File: src/rtl/spi_xfer_sequencer.sv
// rtl/spi_xfer_sequencer.sv - two-client byte sequencer driving the APB port of an SPI core
//
// Purpose: programs CR1/CR2/BR after reset. It then grants byte transfers to client 0 or
// client 1 in round-robin order. For each granted byte it polls SR for SPTEF, writes DR,
// polls SR for SPIF and reads DR. The received byte is returned with a one-cycle ack.
//
// Ports:
//   pclk, preset              clock, synchronous active-high reset
//   req0/1, wdata0/1          client requests and bytes to send
//   ack0/1, rdata, err        completion pulse, received byte, error flag (valid with ack)
//   cfg_done, busy            configuration finished, FSM not in IDLE
//   paddr..pwdata             APB master outputs
//   prdata, pready, pslverr   APB responses
module spi_xfer_sequencer #(
    parameter logic [7:0] CFG_CR1  = 8'h50,
    parameter logic [7:0] CFG_CR2  = 8'h00,
    parameter logic [7:0] CFG_BR   = 8'h00,
    parameter int         POLL_MAX = 1023
) (
    input  logic       pclk,
    input  logic       preset,
    input  logic       req0,
    input  logic       req1,
    input  logic [7:0] wdata0,
    input  logic [7:0] wdata1,
    output logic       ack0,
    output logic       ack1,
    output logic [7:0] rdata,
    output logic       err,
    output logic       cfg_done,
    output logic       busy,
    output logic [2:0] paddr,
    output logic       pwrite,
    output logic       psel,
    output logic       penable,
    output logic [7:0] pwdata,
    input  logic [7:0] prdata,
    input  logic       pready,
    input  logic       pslverr
);
    localparam logic [2:0] A_CR1 = 3'd0;
    localparam logic [2:0] A_CR2 = 3'd1;
    localparam logic [2:0] A_BR  = 3'd2;
    localparam logic [2:0] A_SR  = 3'd3;
    localparam logic [2:0] A_DR  = 3'd5;
    localparam logic [9:0] L_POLL_MAX = 10'(POLL_MAX);

    typedef enum logic [3:0] {
        S_CFG1, S_CFG2, S_CFG3, S_IDLE, S_POLL_TX, S_WR_DR, S_POLL_RX, S_RD_DR, S_DONE
    } state_t;

    state_t     r_state;
    state_t     w_next;
    logic       r_psel, r_penable, r_pwrite;
    logic [2:0] r_paddr;
    logic [7:0] r_pwdata;
    logic       r_ack0, r_ack1, r_err, r_cfg_done;
    logic [7:0] r_rdata;
    logic       r_last;      // client granted most recently
    logic       r_id;        // client owning the current transfer
    logic [7:0] r_xfer;      // byte latched at grant
    logic       r_err_flag;  // sticky pslverr for the current transfer
    logic [9:0] r_cnt;       // failed SR reads in the current poll state
    logic       w_done, w_setup, w_timeout, w_abort, w_grant, w_pick;

    function automatic logic [2:0] f_addr(input state_t s);
        case (s)
            S_CFG1:              return A_CR1;
            S_CFG2:              return A_CR2;
            S_CFG3:              return A_BR;
            S_POLL_TX, S_POLL_RX: return A_SR;
            default:             return A_DR;
        endcase
    endfunction

    function automatic logic [7:0] f_wdata(input state_t s, input logic [7:0] xfer);
        case (s)
            S_CFG1:  return CFG_CR1;
            S_CFG2:  return CFG_CR2;
            S_CFG3:  return CFG_BR;
            S_WR_DR: return xfer;
            default: return 8'h00;
        endcase
    endfunction

    // w_setup means the cycle after this edge is the SETUP of a fresh access for w_next,
    // so completions chain straight into the next access without an idle cycle.
    always_comb begin
        w_done    = r_psel & r_penable & pready;
        w_timeout = (r_cnt + 10'd1) == L_POLL_MAX;
        w_grant   = (r_state == S_IDLE) & r_cfg_done & (req0 | req1);
        w_pick    = (req0 & req1) ? ~r_last : req1;
        w_next    = r_state;
        w_setup   = 1'b0;
        w_abort   = 1'b0;
        case (r_state)
            S_CFG1, S_CFG2: begin
                if (!r_psel) begin
                    w_setup = 1'b1;
                end else if (w_done) begin
                    w_next  = (r_state == S_CFG1) ? S_CFG2 : S_CFG3;
                    w_setup = 1'b1;
                end
            end
            S_CFG3: begin
                if (!r_psel)     w_setup = 1'b1;
                else if (w_done) w_next  = S_IDLE;
            end
            S_IDLE: begin
                if (w_grant) begin
                    w_next  = S_POLL_TX;
                    w_setup = 1'b1;
                end
            end
            S_POLL_TX: begin
                if (w_done) begin
                    if (prdata[5]) begin
                        w_next  = S_WR_DR;
                        w_setup = 1'b1;
                    end else if (w_timeout) begin
                        w_next  = S_DONE;
                        w_abort = 1'b1;
                    end else begin
                        w_setup = 1'b1;
                    end
                end
            end
            S_WR_DR: begin
                if (w_done) begin
                    w_next  = S_POLL_RX;
                    w_setup = 1'b1;
                end
            end
            S_POLL_RX: begin
                if (w_done) begin
                    if (prdata[7]) begin
                        w_next  = S_RD_DR;
                        w_setup = 1'b1;
                    end else if (w_timeout) begin
                        w_next  = S_DONE;
                        w_abort = 1'b1;
                    end else begin
                        w_setup = 1'b1;
                    end
                end
            end
            S_RD_DR: begin
                if (w_done) w_next = S_DONE;
            end
            S_DONE:  w_next = S_IDLE;
            default: w_next = S_CFG1;
        endcase
    end

    always_ff @(posedge pclk) begin
        if (preset) begin
            r_state    <= S_CFG1;
            r_psel     <= 1'b0;
            r_penable  <= 1'b0;
            r_pwrite   <= 1'b0;
            r_paddr    <= 3'd0;
            r_pwdata   <= 8'h00;
            r_ack0     <= 1'b0;
            r_ack1     <= 1'b0;
            r_err      <= 1'b0;
            r_cfg_done <= 1'b0;
            r_rdata    <= 8'h00;
            r_last     <= 1'b1;
            r_id       <= 1'b0;
            r_xfer     <= 8'h00;
            r_err_flag <= 1'b0;
            r_cnt      <= 10'd0;
        end else begin
            r_state <= w_next;

            if (w_setup) begin
                r_psel    <= 1'b1;
                r_penable <= 1'b0;
                r_paddr   <= f_addr(w_next);
                r_pwrite  <= (w_next inside {S_CFG1, S_CFG2, S_CFG3, S_WR_DR});
                r_pwdata  <= f_wdata(w_next, r_xfer);
            end else if (r_psel && !r_penable) begin
                r_penable <= 1'b1;
            end else if (w_done) begin
                r_psel    <= 1'b0;
                r_penable <= 1'b0;
            end

            if (r_state == S_CFG3 && w_done) r_cfg_done <= 1'b1;

            if (w_grant) begin
                r_id       <= w_pick;
                r_last     <= w_pick;
                r_xfer     <= w_pick ? wdata1 : wdata0;
                r_err_flag <= 1'b0;
            end else if (w_done && pslverr &&
                         (r_state inside {S_POLL_TX, S_WR_DR, S_POLL_RX, S_RD_DR})) begin
                r_err_flag <= 1'b1;
            end

            if (w_next != r_state) begin
                r_cnt <= 10'd0;
            end else if (w_done && (r_state inside {S_POLL_TX, S_POLL_RX})) begin
                r_cnt <= r_cnt + 10'd1;
            end

            if (r_state == S_RD_DR && w_done) r_rdata <= prdata;

            // The error seen on the very access that ends the transfer is folded in here.
            r_ack0 <= 1'b0;
            r_ack1 <= 1'b0;
            if (w_next == S_DONE && r_state != S_DONE) begin
                r_ack0 <= ~r_id;
                r_ack1 <= r_id;
                r_err  <= r_err_flag | (w_done & pslverr) | w_abort;
            end
        end
    end

    assign psel     = r_psel;
    assign penable  = r_penable;
    assign pwrite   = r_pwrite;
    assign paddr    = r_paddr;
    assign pwdata   = r_pwdata;
    assign ack0     = r_ack0;
    assign ack1     = r_ack1;
    assign rdata    = r_rdata;
    assign err      = r_err;
    assign cfg_done = r_cfg_done;
    assign busy     = (r_state != S_IDLE);
endmodule

File: config.mk
export PLATFORM = sky130hd
export DESIGN_NAME = spi_xfer_sequencer
export DESIGN_NICKNAME = d
export VERILOG_FILES = /design/src/rtl/spi_xfer_sequencer.sv
export SDC_FILE = /design/constraint.sdc
export NUM_CORES = 1
export LEC_CHECK = 0
export ABC_AREA = 1
export CAP_MARGIN = 0
export CORE_MARGIN = 5
export CORE_UTILIZATION = 56
export CTS_BUF_LIST = sky130_fd_sc_hd__clkbuf_4
export DETAILED_ROUTE_END_ITERATION = 12
export PLACE_DENSITY = 0.84
export SLEW_MARGIN = 30
export SYNTH_ARGS = -nofsm -noshare
export SYNTH_HDL_FRONTEND = slang
export SYNTH_SLANG_ARGS = --single-unit
File: constraint.sdc
create_clock -name pclk -period 4.25 [get_ports pclk]
set_clock_uncertainty 0.1 [all_clocks]
set_input_delay 0.85 -clock pclk [delete_from_list [all_inputs] [get_ports pclk]]
set_output_delay 0.85 -clock pclk [all_outputs]
set_load 0.005 [all_outputs]
==> results of run 1 <==
## metrics by stage
step / area (um^2) / setup slack, ns / utilization (%) / hold slack [ns]
floorplan: 2590 / 1.91 / - / 0.301
global placement: 3160 / 0.982 / 71.5 / 0.308
detailed placement: 3160 / 0.915 / 71.5 / 0.322
CTS: 3210 / 1.27 / 72.7 / 0.338
global route: 3210 / 1.05 / 72.7 / 0.351
finish: 3210 / 1.28 / 72.7 / 0.334
## synthesized netlist by cell type (2+ instances only)
master	instances	area, um^2
nand3_1	21	105
inv_2	2	7.51
nor3_1	4	20.0
a21oi_2	2	17.5
a21oi_1	18	90.1
a31oi_1	9	56.3
buf_4	3	22.5
nor2_1	50	188
o22ai_1	2	12.5
o21ai_0	42	210
nand4_1	4	25.0
clkbuf_1	7	26.3
nand2_2	9	56.3
nor3_4	3	48.8
inv_1	34	128
dfxtp_1	51	1020
clkinv_1	3	11.3
nor2_2	5	31.3
nand2_1	92	345
nand3_2	2	20.0
ha_1	2	25.0
nor2_4	3	33.8
## power groups by stage
stage | clock network, W | logic [W] | registers, W
2_1_floorplan | 0 | 0.0000331 | 0.000503
3_3_place_gp | 0 | 0.0000833 | 0.000504
3_5_place_dp | 0 | 0.0000849 | 0.000503
4_1_cts | 0.000217 | 0.0000854 | 0.000493
5_1_grt | 0.000242 | 0.0000929 | 0.000495
6_report | 0.000210 | 0.0000844 | 0.000493
## cells by family after synthesis
logic type      count (synthesis)  synth area share [%]
simple gates                  196                  34.8
compound gates                 79                  17.0
flops                          51                  39.5
buf+inv                        50                  7.74
fa+ha+maj                       2                 0.967
## metal layers
layer	up-vias	global-route usage [%]	wire, um
met5	-	0	0
met4	0	6.42	83
met3	10	4.75	406
met2	66	36.1	2950
met1	1120	26.3	2640
li1	1335	-	-
## worst min-delay path by stage
stage / end / slack (ns)
detailed placement: ack0$_SDFF_PP0_ / 0.32
global placement: ack0$_SDFF_PP0_ / 0.31
floorplan: ack0$_SDFF_PP0_ / 0.30
finish: ack0$_SDFF_PP0_ / 0.33
CTS: ack0$_SDFF_PP0_ / 0.34
global route: ack0$_SDFF_PP0_ / 0.35
## sequential cells by signal, indices dropped and copies added (netlist names)
name	count
ack0	1
r_state	4
penable	1
paddr	3
pwdata	8
ack1	1
rdata	8
r_cnt	10
psel	1
r_last	1
pwrite	1
err	1
r_xfer	8
r_err_flag	1
cfg_done	1
r_id	1
## worst register-to-register path: cells and delay by family (launching register included)
family,cells,cell delay [ns]
AND/OR/NAND/NOR,6,1.24
buffers and inverters,2,0.56
flip-flops,1,0.52
AO/OA/AOI/OAI,1,0.08
## layout make-up
type	instances	area (um^2)	area share, %
Sequential cell	51	1020	31.8
Clock buffer	5	37.5	1.17
Multi-Input combinational cell	277	1370	42.5
Timing Repair Buffer	56	561	17.5
Clock inverter	2	13.8	0.429
Tap cell	52	65.1	2.03
Inverter	39	146	4.56
==> flow_summary.json, run 1 <==
{
  "track_usage_pct": 21.1,
  "synthCells": 378,
  "post_cts_buffers": 0,
  "grt_max_degree": 33,
  "worst_slew_pin_slew_ns": 0.782,
  "status": "completed",
  "core_area_mm2": 0.00441,
  "endpoint": "pwdata[6]$_SDFFE_PP0P_",
  "layout-drive-gt1-share_pct": 8.60,
  "grt_pass1_wl_um": 10700,
  "p_int_w": 0.000596,
  "post-place-cells": 475,
  "ys_ff_latch": 51,
  "antenna_found_initial": 0,
  "r2r_setup_slack_ns": 1.67,
  "synth-edff-count": 0,
  "power.density_mw_per_mm2": 245,
  "path_max_fanout": 22,
  "maxCapViolCount": 0,
  "holdBufCountCts": 0,
  "cts.sinks": 51,
  "syn_to_final_growth_pct": 24.1,
  "fp.dieH_um": 78.0,
  "gp_congestion": 0.926,
  "ys_async_sr_fraction_pct": 0,
  "synth-seq-area-share_pct": 39.5,
  "layoutNonFillerInstCount": 482,
  "clock_latency_ns": 0.36,
  "routed-via-count": 2531,
  "r2r-end": "pwdata[6]$_SDFFE_PP0P_",
  "r2r-start": "r_state[0]$_SDFF_PP0_",
  "sw_frac_of_total_pct": 24.2,
  "crit_slowest_cell": "nor2_1",
  "slew_headroom_pct": 47.8,
  "min_period_ns": 2.97,
  "num_io_pins": 57,
  "path_class": "in2reg",
  "crit_family": "simple AND/OR/NAND/NOR gates",
  "yosys.cell_types.count": 32,
  "routed_wirelength_um": 6080,
  "die_area_mm2": 0.00608,
  "cp.arrival_ns": 3.13,
  "crit_buf_inv": 2,
  "numCtsBuffers": 5,
  "power_frac_clock_pct": 26.6,
  "startpoint": "pready",
  "maxSlewViolCount": 0,
  "p_switching_w": 0.000191,
  "sequentialPowerShare_pct": 62.7,
  "yosysWarnings": 0,
  "fill_cells": 374,
  "end_kind": "flop",
  "hpwl_um": 4640,
  "rows": 24,
  "synth_area_per_cell_um2": 6.84,
  "cp_cell_sequence": "clkdlybuf4s50_1 -> nand3_1 -> nor2_1 -> nand2_1 -> nand2_1 -> inv_1 -> nor2_1 -> a21oi_1",
  "clockBufferDepth": 2,
  "rr_worst_depth": 9,
  "final_common_cell": "nand2_1",
  "drtAntennaViolNets": 0,
  "worstPathRequired_ns": 4.42,
  "first_iter_violations": 119,
  "diodes": 0,
  "start_util_pct": 58.6,
  "setup_viol": 0,
  "tritoncts": "done",
  "p_comb_share_pct": 10.7,
  "hold_depth": 1,
  "dominantRegCellSynth": "dfxtp_1",
  "ctsResizeCount": 0,
  "worstSetupPathDepth": 8,
  "final_hold_viol_count": 0,
  "firstDrtPassIters": 4,
  "max_stage_delay_ns": 0.58,
  "place.port_buffers": 56,
  "hp-class": "reg2reg",
  "h-tree-depth": 2,
  "routed_via_density": 5.25,
  "min_from": "r_id$_SDFFE_PP0P_",
  "overflow": 0,
  "grt_setup_unrepaired": "no",
  "ir_worst_vdd_mv": 0.177,
  "synth_area_mm2": 0.00259,
  "drc": 0,
  "syn_nets": 410,
  "layout_common_cells": "92 x nand2_1, 56 x clkdlybuf4s50_1, 51 x dfxtp_1, 50 x nor2_1, 42 x o21ai_0",
  "cts_root_buf": "clkbuf_4",
  "avgRoutedWirePerCell_um": 12.6,
  "fmax_mhz": 337,
  "power.leakage_nw": 1.27,
  "power_w": 0.000787,
  "chipWidth_um": 78.0,
  "clkSlewWorstSetupHoldPaths_ns": 0.14,
  "start_kind": "input port",
  "tns_ns": 0,
  "fin_crit_sh_pct": 69.8,
  "grt_pass1_vias": 2416,
  "fin_nets": 462
}
Power figures use the tool's default switching activity.
==> run 2: changes to the inputs <==
Settings changed: CORE_UTILIZATION 56 to 47, PLACE_DENSITY 0.84 to 0.75.
Clock period 4.25 ns to 2.6 ns, I/O delays scaled along.
==> flow_summary.json, run 2 (synthesized netlist as in run 1, its figures left out) <==
{
  "fmax_mhz": 417,
  "start_util_pct": 47.6,
  "ctsResizeCount": 0,
  "hold_depth": 1,
  "largest_register_ffs": 10,
  "core_area_mm2": 0.00544,
  "r2r_setup_slack_ns": 0.29,
  "diodes": 0,
  "slew_headroom_pct": 67.0,
  "numCtsBuffers": 5,
  "fin_nets": 477,
  "path_max_fanout": 8,
  "die_area_mm2": 0.00709,
  "clock_latency_ns": 0.36,
  "setup_viol": 0,
  "min_period_ns": 2.40,
  "r2r-end": "pwdata[3]$_SDFFE_PP0P_",
  "first_iter_violations": 108,
  "status": "completed",
  "cts.sinks": 51,
  "rows": 27,
  "firstDrtPassIters": 4,
  "syn_to_final_growth_pct": 29.6,
  "hpwl_um": 4840,
  "post_cts_buffers": 0,
  "h-tree-depth": 2,
  "clockBufferDepth": 2,
  "drc": 0,
  "tritoncts": "done",
  "fin_crit_sh_pct": 92.2,
  "layout-drive-gt1-share_pct": 11.9,
  "hp-class": "reg2reg",
  "antenna_found_initial": 0,
  "power_w": 0.00130,
  "post-place-cells": 510,
  "grt_pass1_vias": 2503,
  "layoutNonFillerInstCount": 518,
  "min_from": "r_id$_SDFFE_PP0P_",
  "track_usage_pct": 18.2,
  "clkSlewWorstSetupHoldPaths_ns": 0.14,
  "routed_via_density": 4.97,
  "drtAntennaViolNets": 0,
  "largest-register": "r_cnt",
  "routed_wirelength_um": 6270,
  "avgRoutedWirePerCell_um": 12.1,
  "ir_worst_vdd_mv": 0.216,
  "chipWidth_um": 84.2,
  "power.leakage_nw": 1.34,
  "maxCapViolCount": 0,
  "grt_max_degree": 33,
  "grt_pass1_wl_um": 10900,
  "cp.arrival_ns": 1.78,
  "holdBufCountCts": 0,
  "gp_congestion": 0.898,
  "place.port_buffers": 56,
  "num_io_pins": 57,
  "final_common_cell": "nand2_1",
  "routed-via-count": 2577,
  "overflow": 0,
  "hold-path-endpoint": "ack0$_SDFF_PP0_",
  "power.density_mw_per_mm2": 387,
  "path_class": "reg2out",
  "cts_root_buf": "clkbuf_4",
  "worst_slew_pin_slew_ns": 0.495,
  "fp.dieH_um": 84.2,
  "worstPathRequired_ns": 1.98,
  "rr_worst_depth": 14,
  "end_kind": "primary output",
  "r2r-start": "r_cnt[0]$_SDFFE_PP0P_",
  "layout_common_cells": "92 x nand2_1, 56 x clkdlybuf4s50_1, 50 x nor2_1, 50 x dfxtp_1, 42 x o21ai_0",
  "final_hold_viol_count": 0,
  "maxSlewViolCount": 0,
  "start_kind": "flop"
}
-- run 2: cell types whose count changed in the layout (fill, tap and decap cells not counted), sizes merged --
| cell | change |
|---|---|
| clkbuf | +1 |
| buf | +15 |
-- run 2: how the worst max path moves through the flow --
stage	end	cells after the start	slack [ns]	from
floorplan	pwdata[4]$_SDFFE_PP0P_	13	0.55	r_cnt[1]$_SDFFE_PP0P_
global placement	r_cnt[0]$_SDFFE_PP0P_	10	0.08	pready
detailed placement	r_cnt[0]$_SDFFE_PP0P_	10	0.03	pready
CTS	busy	4	0.19	r_state[0]$_SDFF_PP0_
global route	pwdata[5]$_SDFFE_PP0P_	13	-0.002	r_cnt[0]$_SDFFE_PP0P_
finish	busy	4	0.20	r_state[0]$_SDFF_PP0_
-- run 2: report_power, final --
part / internal (W) / switching [W]
Combinational: 0.0000838 / 0.0000605
Sequential: 0.000796 / 0.00000923
Clock: 0.000111 / 0.000237
-- run 2: per-layer routing --
metal / up-vias / share of wire (%) / global-route usage, % / wire length (um)
li1: 1377 / - / - / -
met5: - / 0 / 0 / 0
met4: 0 / 1.5 / 5.12 / 95
met3: 8 / 4.4 / 4.02 / 277
met2: 58 / 49 / 32.9 / 3040
met1: 1134 / 46 / 21.6 / 2850
-- run 2: final cells by class --
type	instances	area, um^2
Clock buffer	6	45.0
Clock inverter	2	7.51
Fill cell	521	2090
Inverter	39	146
Multi-Input combinational cell	277	1370
Sequential cell	51	1020
Tap cell	72	90.1
Timing Repair Buffer	71	673
-- run 2: worst max-delay path, stage by stage (launching register included) --
cell and delay [ns]:
dfxtp_1 0.55, nand2_2 0.14, nor3_4 0.21, inv_1 0.07
clkdlybuf4s50_1 0.45
-- run 2: per-stage QoR --
step | instance area, um^2 | setup slack [ns] | setup TNS [ns] | hold WS [ns] | util, %
finish | 3350 | 0.202 | 0 | 0.333 | 61.6
global route | 3350 | -0.00172 | -0.00172 | 0.356 | 61.6
CTS | 3350 | 0.188 | 0 | 0.337 | 61.6
detailed placement | 3300 | 0.0327 | 0 | 0.318 | 60.6
global placement | 3300 | 0.0792 | 0 | 0.316 | 60.6
floorplan | 2590 | 0.555 | 0 | 0.301 | -
